## config.mk

```make
export PLATFORM = sky130hd
export DESIGN_NAME = ps2_host_tx
export DESIGN_NICKNAME = d
export VERILOG_FILES = /design/src/rtl/ps2_host_tx.sv
export SDC_FILE = /design/constraint.sdc
export NUM_CORES = 1
export LEC_CHECK = 0
export CAP_MARGIN = 20
export CORE_MARGIN = 2
export CORE_UTILIZATION = 59
export DETAILED_ROUTE_END_ITERATION = 8
export PLACE_DENSITY = 0.92
export SLEW_MARGIN = 5
export SYNTH_ARGS = -nofsm -noshare
export SYNTH_HDL_FRONTEND = slang
export SYNTH_SLANG_ARGS = --single-unit
```

## constraint.sdc

```tcl
create_clock -name clk -period 2.6 [get_ports clk]
set_clock_uncertainty 0.2 [all_clocks]
set_input_delay 0.52 -clock clk [delete_from_list [all_inputs] [get_ports clk]]
set_output_delay 0.52 -clock clk [all_outputs]
set_load 0.05 [all_outputs]
```

## src/rtl/ps2_host_tx.sv

```systemverilog
// PS/2 host-to-device transmitter: sends one command byte to the keyboard.
// It runs the request-to-send sequence, shifts the frame on device clocks,
// checks the device ACK, and then returns the bus to idle.
// The oe outputs are open-drain pull-downs (1 = drive the line low).
module ps2_host_tx #(
   parameter int unsigned INHIBIT_CYCLES = 12000,
   parameter int unsigned START_TIMEOUT  = 1500000,
   parameter int unsigned XFER_TIMEOUT   = 200000,
   parameter int unsigned FILTER_LEN     = 8
) (
   input  logic       clk,
   input  logic       rst,
   input  logic       tx_valid,
   input  logic [7:0] tx_data,
   output logic       tx_ready,
   output logic       tx_done,
   output logic       tx_ack_err,
   output logic       tx_timeout,
   output logic       busy,
   output logic       rx_inhibit,
   input  logic       ps2_clk_i,
   input  logic       ps2_data_i,
   output logic       ps2_clk_oe,
   output logic       ps2_data_oe
);

   localparam int unsigned CNT_MAX =
      (INHIBIT_CYCLES > START_TIMEOUT)
         ? ((INHIBIT_CYCLES > XFER_TIMEOUT) ? INHIBIT_CYCLES : XFER_TIMEOUT)
         : ((START_TIMEOUT  > XFER_TIMEOUT) ? START_TIMEOUT  : XFER_TIMEOUT);
   localparam int unsigned CW = $clog2(CNT_MAX + 1);
   localparam int unsigned FW = (FILTER_LEN > 1) ? $clog2(FILTER_LEN) : 1;

   localparam logic [2:0] S_IDLE      = 3'd0;
   localparam logic [2:0] S_INHIBIT   = 3'd1;
   localparam logic [2:0] S_REQ       = 3'd2;
   localparam logic [2:0] S_SEND      = 3'd3;
   localparam logic [2:0] S_ACK       = 3'd4;
   localparam logic [2:0] S_WAIT_IDLE = 3'd5;

   logic [1:0]    clk_sync_q, data_sync_q;
   logic          clk_filt_q, clk_filt_d;
   logic          data_filt_q, data_filt_d;
   logic [FW-1:0] clk_fcnt_q, clk_fcnt_d;
   logic [FW-1:0] data_fcnt_q, data_fcnt_d;
   logic          clk_filt_prev_q;
   logic          fall_q;

   logic [2:0]    state_q, state_d;
   logic [CW-1:0] cnt_q, cnt_d;
   logic [3:0]    bit_cnt_q, bit_cnt_d;
   logic [9:0]    frame_q, frame_d;
   logic          clk_oe_q, clk_oe_d;
   logic          data_oe_q, data_oe_d;
   logic          ack_err_q, ack_err_d;
   logic          done_q, done_d;
   logic          ack_err_p_q, ack_err_p_d;
   logic          timeout_q, timeout_d;

   // Two-flop synchronizers; lines idle high, so reset to 1.
   always_ff @(posedge clk or negedge rst) begin
      if (!rst) begin
         clk_sync_q  <= '1;
         data_sync_q <= '1;
      end else begin
         clk_sync_q  <= {clk_sync_q[0], ps2_clk_i};
         data_sync_q <= {data_sync_q[0], ps2_data_i};
      end
   end

   // Glitch filter: take the new level after FILTER_LEN consecutive differing cycles.
   always_comb begin
      clk_filt_d  = clk_filt_q;
      clk_fcnt_d  = '0;
      data_filt_d = data_filt_q;
      data_fcnt_d = '0;
      if (clk_sync_q[1] != clk_filt_q) begin
         if (clk_fcnt_q == FW'(FILTER_LEN - 1)) clk_filt_d = clk_sync_q[1];
         else                                   clk_fcnt_d = clk_fcnt_q + 1'b1;
      end
      if (data_sync_q[1] != data_filt_q) begin
         if (data_fcnt_q == FW'(FILTER_LEN - 1)) data_filt_d = data_sync_q[1];
         else                                    data_fcnt_d = data_fcnt_q + 1'b1;
      end
   end

   // Filter state and the registered falling-edge strobe on filtered CLK.
   always_ff @(posedge clk or negedge rst) begin
      if (!rst) begin
         clk_filt_q      <= 1'b1;
         data_filt_q     <= 1'b1;
         clk_fcnt_q      <= '0;
         data_fcnt_q     <= '0;
         clk_filt_prev_q <= 1'b1;
         fall_q          <= 1'b0;
      end else begin
         clk_filt_q      <= clk_filt_d;
         data_filt_q     <= data_filt_d;
         clk_fcnt_q      <= clk_fcnt_d;
         data_fcnt_q     <= data_fcnt_d;
         clk_filt_prev_q <= clk_filt_q;
         fall_q          <= clk_filt_prev_q & ~clk_filt_q;
      end
   end

   // Transfer sequencer: next state, line drive, timers and result pulses.
   always_comb begin
      state_d     = state_q;
      cnt_d       = cnt_q;
      bit_cnt_d   = bit_cnt_q;
      frame_d     = frame_q;
      clk_oe_d    = clk_oe_q;
      data_oe_d   = data_oe_q;
      ack_err_d   = ack_err_q;
      done_d      = 1'b0;
      ack_err_p_d = 1'b0;
      timeout_d   = 1'b0;
      case (state_q)
         S_IDLE: begin
            clk_oe_d  = 1'b0;
            data_oe_d = 1'b0;
            if (tx_valid) begin
               frame_d   = {1'b1, ~^tx_data, tx_data};
               bit_cnt_d = '0;
               cnt_d     = '0;
               ack_err_d = 1'b0;
               clk_oe_d  = 1'b1;
               state_d   = S_INHIBIT;
            end
         end
         S_INHIBIT: begin
            if (cnt_q == CW'(INHIBIT_CYCLES - 1)) begin
               cnt_d     = '0;
               data_oe_d = 1'b1;
               state_d   = S_REQ;
            end else begin
               cnt_d = cnt_q + 1'b1;
            end
         end
         S_REQ: begin
            clk_oe_d = 1'b0;
            cnt_d    = '0;
            state_d  = S_SEND;
         end
         S_SEND: begin
            cnt_d = cnt_q + 1'b1;
            if (bit_cnt_q == 4'd0 && !fall_q && cnt_q == CW'(START_TIMEOUT - 1)) begin
               timeout_d = 1'b1;
               data_oe_d = 1'b0;
               state_d   = S_IDLE;
            end else if (cnt_q == CW'(XFER_TIMEOUT - 1)) begin
               timeout_d = 1'b1;
               data_oe_d = 1'b0;
               state_d   = S_IDLE;
            end else if (fall_q) begin
               data_oe_d = ~frame_q[bit_cnt_q];
               bit_cnt_d = bit_cnt_q + 1'b1;
               if (bit_cnt_q == 4'd9) state_d = S_ACK;
            end
         end
         S_ACK: begin
            cnt_d = cnt_q + 1'b1;
            if (fall_q) begin
               ack_err_d = data_filt_q;
               state_d   = S_WAIT_IDLE;
            end else if (cnt_q == CW'(XFER_TIMEOUT - 1)) begin
               timeout_d = 1'b1;
               data_oe_d = 1'b0;
               state_d   = S_IDLE;
            end
         end
         S_WAIT_IDLE: begin
            if (clk_filt_q && data_filt_q) begin
               done_d      = ~ack_err_q;
               ack_err_p_d = ack_err_q;
               state_d     = S_IDLE;
            end
         end
         default: begin
            clk_oe_d  = 1'b0;
            data_oe_d = 1'b0;
            state_d   = S_IDLE;
         end
      endcase
   end

   // Sequencer registers; reset releases both lines immediately.
   always_ff @(posedge clk or negedge rst) begin
      if (!rst) begin
         state_q     <= S_IDLE;
         cnt_q       <= '0;
         bit_cnt_q   <= '0;
         frame_q     <= '0;
         clk_oe_q    <= 1'b0;
         data_oe_q   <= 1'b0;
         ack_err_q   <= 1'b0;
         done_q      <= 1'b0;
         ack_err_p_q <= 1'b0;
         timeout_q   <= 1'b0;
      end else begin
         state_q     <= state_d;
         cnt_q       <= cnt_d;
         bit_cnt_q   <= bit_cnt_d;
         frame_q     <= frame_d;
         clk_oe_q    <= clk_oe_d;
         data_oe_q   <= data_oe_d;
         ack_err_q   <= ack_err_d;
         done_q      <= done_d;
         ack_err_p_q <= ack_err_p_d;
         timeout_q   <= timeout_d;
      end
   end

   assign tx_ready    = (state_q == S_IDLE);
   assign busy        = (state_q != S_IDLE);
   assign rx_inhibit  = busy;
   assign tx_done     = done_q;
   assign tx_ack_err  = ack_err_p_q;
   assign tx_timeout  = timeout_q;
   assign ps2_clk_oe  = clk_oe_q;
   assign ps2_data_oe = data_oe_q;

endmodule
```

==> impl_metrics.toml <==
[cts]
post_cts_buffers = 0
numCtsBuffers = 9
worst_skew_pair.late_latency_ns = 0.35
cts_tree = "yes"
clkSlewWorstSetupHoldPaths_ns = 0.06
root_buffer = "clkbuf_8"
clock_path_buffers = 2
cts_num_sinks = 58
htree_levels = 3

[timing]
rsz0062_at_grt = "no"
worst_slew_pin_slew_ns = 0.564
hold_violations = 0
fmax_mhz = 400
min_period_ns = 2.50
finalSetupViolCount = 0
min_period_over_period_pct = 96.2
slew-limit-headroom_pct = 62.4
finalMaxSlewViolations = 0
fin_setup_tns_ns = 0

[pwr]
intPower_mw = 2.23
leakage_nw = 1.59
power_density_nw_per_um2 = 943
ir_worst_vdd_mv = 0.694
pwr-share-comb_pct = 39.5
p_sw_share_pct = 36.1
power_switching_mw = 1.26
seqPwrFrac_pct = 36.9
clkPwrFrac_pct = 23.6

[yosys]
synth_area_leaders = "dfrtp_1 41%, dfstp_2 5.9%, xnor2_1 5.6%, nor2_1 3.9%, mux2_2 3.6%"
yosysSeqAreaShare_pct = 46.9
synth_area_um2 = 3120
ys_ff_latch = 58
synth_nets = 313
ys_types = 60
yosysTopAreaCell = "dfrtp_1"
yosysTopAreaCellShare_pct = 41.0
syn_avg_cell_area_um2 = 10.7
synth_edf_count = 0
synthCells = 292
ys.flop_type = "dfrtp_1"
ys_async_sr_fraction_pct = 100
ys_warn_count = 0

[layout]
syn_to_final_growth_pct = 19.0
fillers = 342
drive_gt1_share_pct = 21.6
stdcell_count = 404
multi_input_area_um2 = 1570
final_nets = 351
design_area_um2 = 3710
diodes = 0
regArea_um2 = 1460
final_cell_mix = "51 x dfrtp_1, 32 x nor2_1, 22 x buf_4, 20 x xnor2_1, 18 x nand2_1"
layout_commonest_cell = "dfrtp_1"

[setup_path]
endpoint_kind = "flop"
max_stage_delay_ns = 0.53
start_kind = "flop"
crit_arrival_ns = 2.52
worst_r2r_path_depth = 6
path_cells = "nand2_1 > or4b_4 > o41ai_4 > o32a_1 > o22ai_1 > mux2_1"
critical_path_class = "flop to flop"
crit_path_top_delay_cell = "or4b_4"
cp_data_required_time_ns = 2.62
cp_max_fo = 7

[routing]
drt_iter0_drc = 195
drc = 0
drtPass1Iterations = 4
ant_nets = 0
via_per_inst = 5.76
via_count = 2326
wl_mm = 6.35
wl_per_cell_um = 15.7

[floorplan]
die_h_um = 76.7
coreArea_um2 = 5110
start_util_pct = 61.0
die_x_um = 76.7
row_count = 26
die-area_um2 = 5880
pin_count = 21

[placement]
place_area_um2 = 3500
place_congestion = 0.874
port_buffers = 20
dp.cells = 388
hpwl_mm = 4.66

[global_route]
grt_pass1_vias = 2390
grt-ovfl-total = 0
grt_max_degree = 36
antenna_found_initial = 0
grt_pass1_wl_mm = 11.0
gr-usage-all-layers_pct = 24.3

[run]
drv_cap = 0

[status]
status = "finished, final reports clean"

[hold_path]
holdPathStages = 0
min_path_type = "flop to flop"
[power groups by stage]
stage               sequential, mW  combinational (mW)  clock (mW)
floorplan                     1.27                1.02           0
global placement              1.29                1.31           0
detailed placement            1.30                1.36           0
CTS                           1.29                1.38       0.845
global route                  1.32                1.51       0.884
finish                        1.29                1.38       0.827
[kinds of logic after synthesis]
logic type / after synthesis / synth area share, %
buffers and inverters: 24 / 3.29
AOI/OAI and AO/OA: 32 / 8.55
muxes: 22 / 8.55
DFF: 58 / 46.9
xor gates and xnor gates: 25 / 7.03
and+or+nand+nor: 123 / 22.5
adders and majority gates: 8 / 3.21
[stage by stage]
stage | total power, mW | utilization (%) | worst slack, ns | hold slack, ns
after floorplan | 2.29 | - | -0.0373 | 0.0244
after global placement | 2.60 | 68.5 | -0.0163 | 0.147
after detailed placement | 2.67 | 68.5 | -0.0808 | 0.149
after CTS | 3.52 | 72.5 | 0.0570 | 0.159
after global routing | 3.71 | 72.6 | 0.00230 | 0.163
final | 3.50 | 72.6 | 0.0978 | 0.159
[path summary, 6_finish.rpt]
check / start / to / slack (ns)
max: cnt_q[6]$_DFFE_PN0P_ / state_q[2]$_DFFE_PN0P_ / 0.1
min: clk_sync_q[0]$_DFF_PN1_ / clk_sync_q[1]$_DFF_PN1_ / 0.16
max reg2reg: cnt_q[6]$_DFFE_PN0P_ / state_q[2]$_DFFE_PN0P_ / 0.1
min reg2reg: clk_sync_q[0]$_DFF_PN1_ / clk_sync_q[1]$_DFF_PN1_ / 0.16
max in group asynchronous: rst / cnt_q[1]$_DFFE_PN0P_ / 1.13
min in group asynchronous: rst / clk_fcnt_q[2]$_DFF_PN0_ / 0.50
[flip-flops by register name, indices dropped and copies added, names as in the netlist, 2 cells and up]
signal	count
data_fcnt_q	3
frame_q	10
bit_cnt_q	4
state_q	3
clk_fcnt_q	3
data_sync_q	2
cnt_q	21
clk_sync_q	2
[cells in the mapped netlist, types with 2 or more instances]
library cell,number
nor2b_1,3
mux4_2,2
and4_1,2
xnor2_1,20
mux2_2,10
nor4_1,7
nand3_1,8
nand2_1,18
nand4_1,7
buf_2,7
dfrtp_1,51
inv_1,10
nor3_1,6
nor2_1,32
or3_1,2
mux2i_1,6
ha_1,8
o21ai_0,7
or4b_1,2
a21oi_1,4
nor3b_1,6
xor2_1,5
nand2b_1,3
a22o_1,6
nand3b_1,3
mux2_1,3
and2_1,2
a22oi_1,2
and3_1,7
o41ai_4,2
dfstp_2,7
a21o_1,2
clkbuf_1,5
[final cells by class]
type	instances	share of cell area [%]
multi-input cells	210	42.3
flip-flops and latches	58	39.4
repair buffers	41	9.72
clock buffers	12	4.18
well taps	70	2.36
clock inverters	3	1.08
inverters	10	1.01
[layer usage]
layer | part of all wire, % | routed length (µm) | GRT usage, %
met5 | 0 | 0 | 0
met4 | 1.6 | 102 | 9.27
met3 | 4.8 | 304 | 8.47
met2 | 51 | 3210 | 39.6
met1 | 43 | 2730 | 29.7
[what timing repair did]
| item | 4_1_cts | 5_1_grt |
|---|---|---|
| endpoints found under the hold margin | 16 | 0 |
| hold buffers | 1 | 0 |
| gates resized for setup | 0 | 1 |
| setup endpoints to repair | 0 | 2 |
[worst max-delay path: cells and delay by family (launching register included)]
| family | cells | cell delay (ns) |
|---|---|---|
| muxes | 1 | 0.35 |
| and+or+nand+nor | 2 | 0.67 |
| AOI/OAI and AO/OA | 3 | 0.70 |
| DFF | 1 | 0.46 |
(Power assumes the default switching activity.)
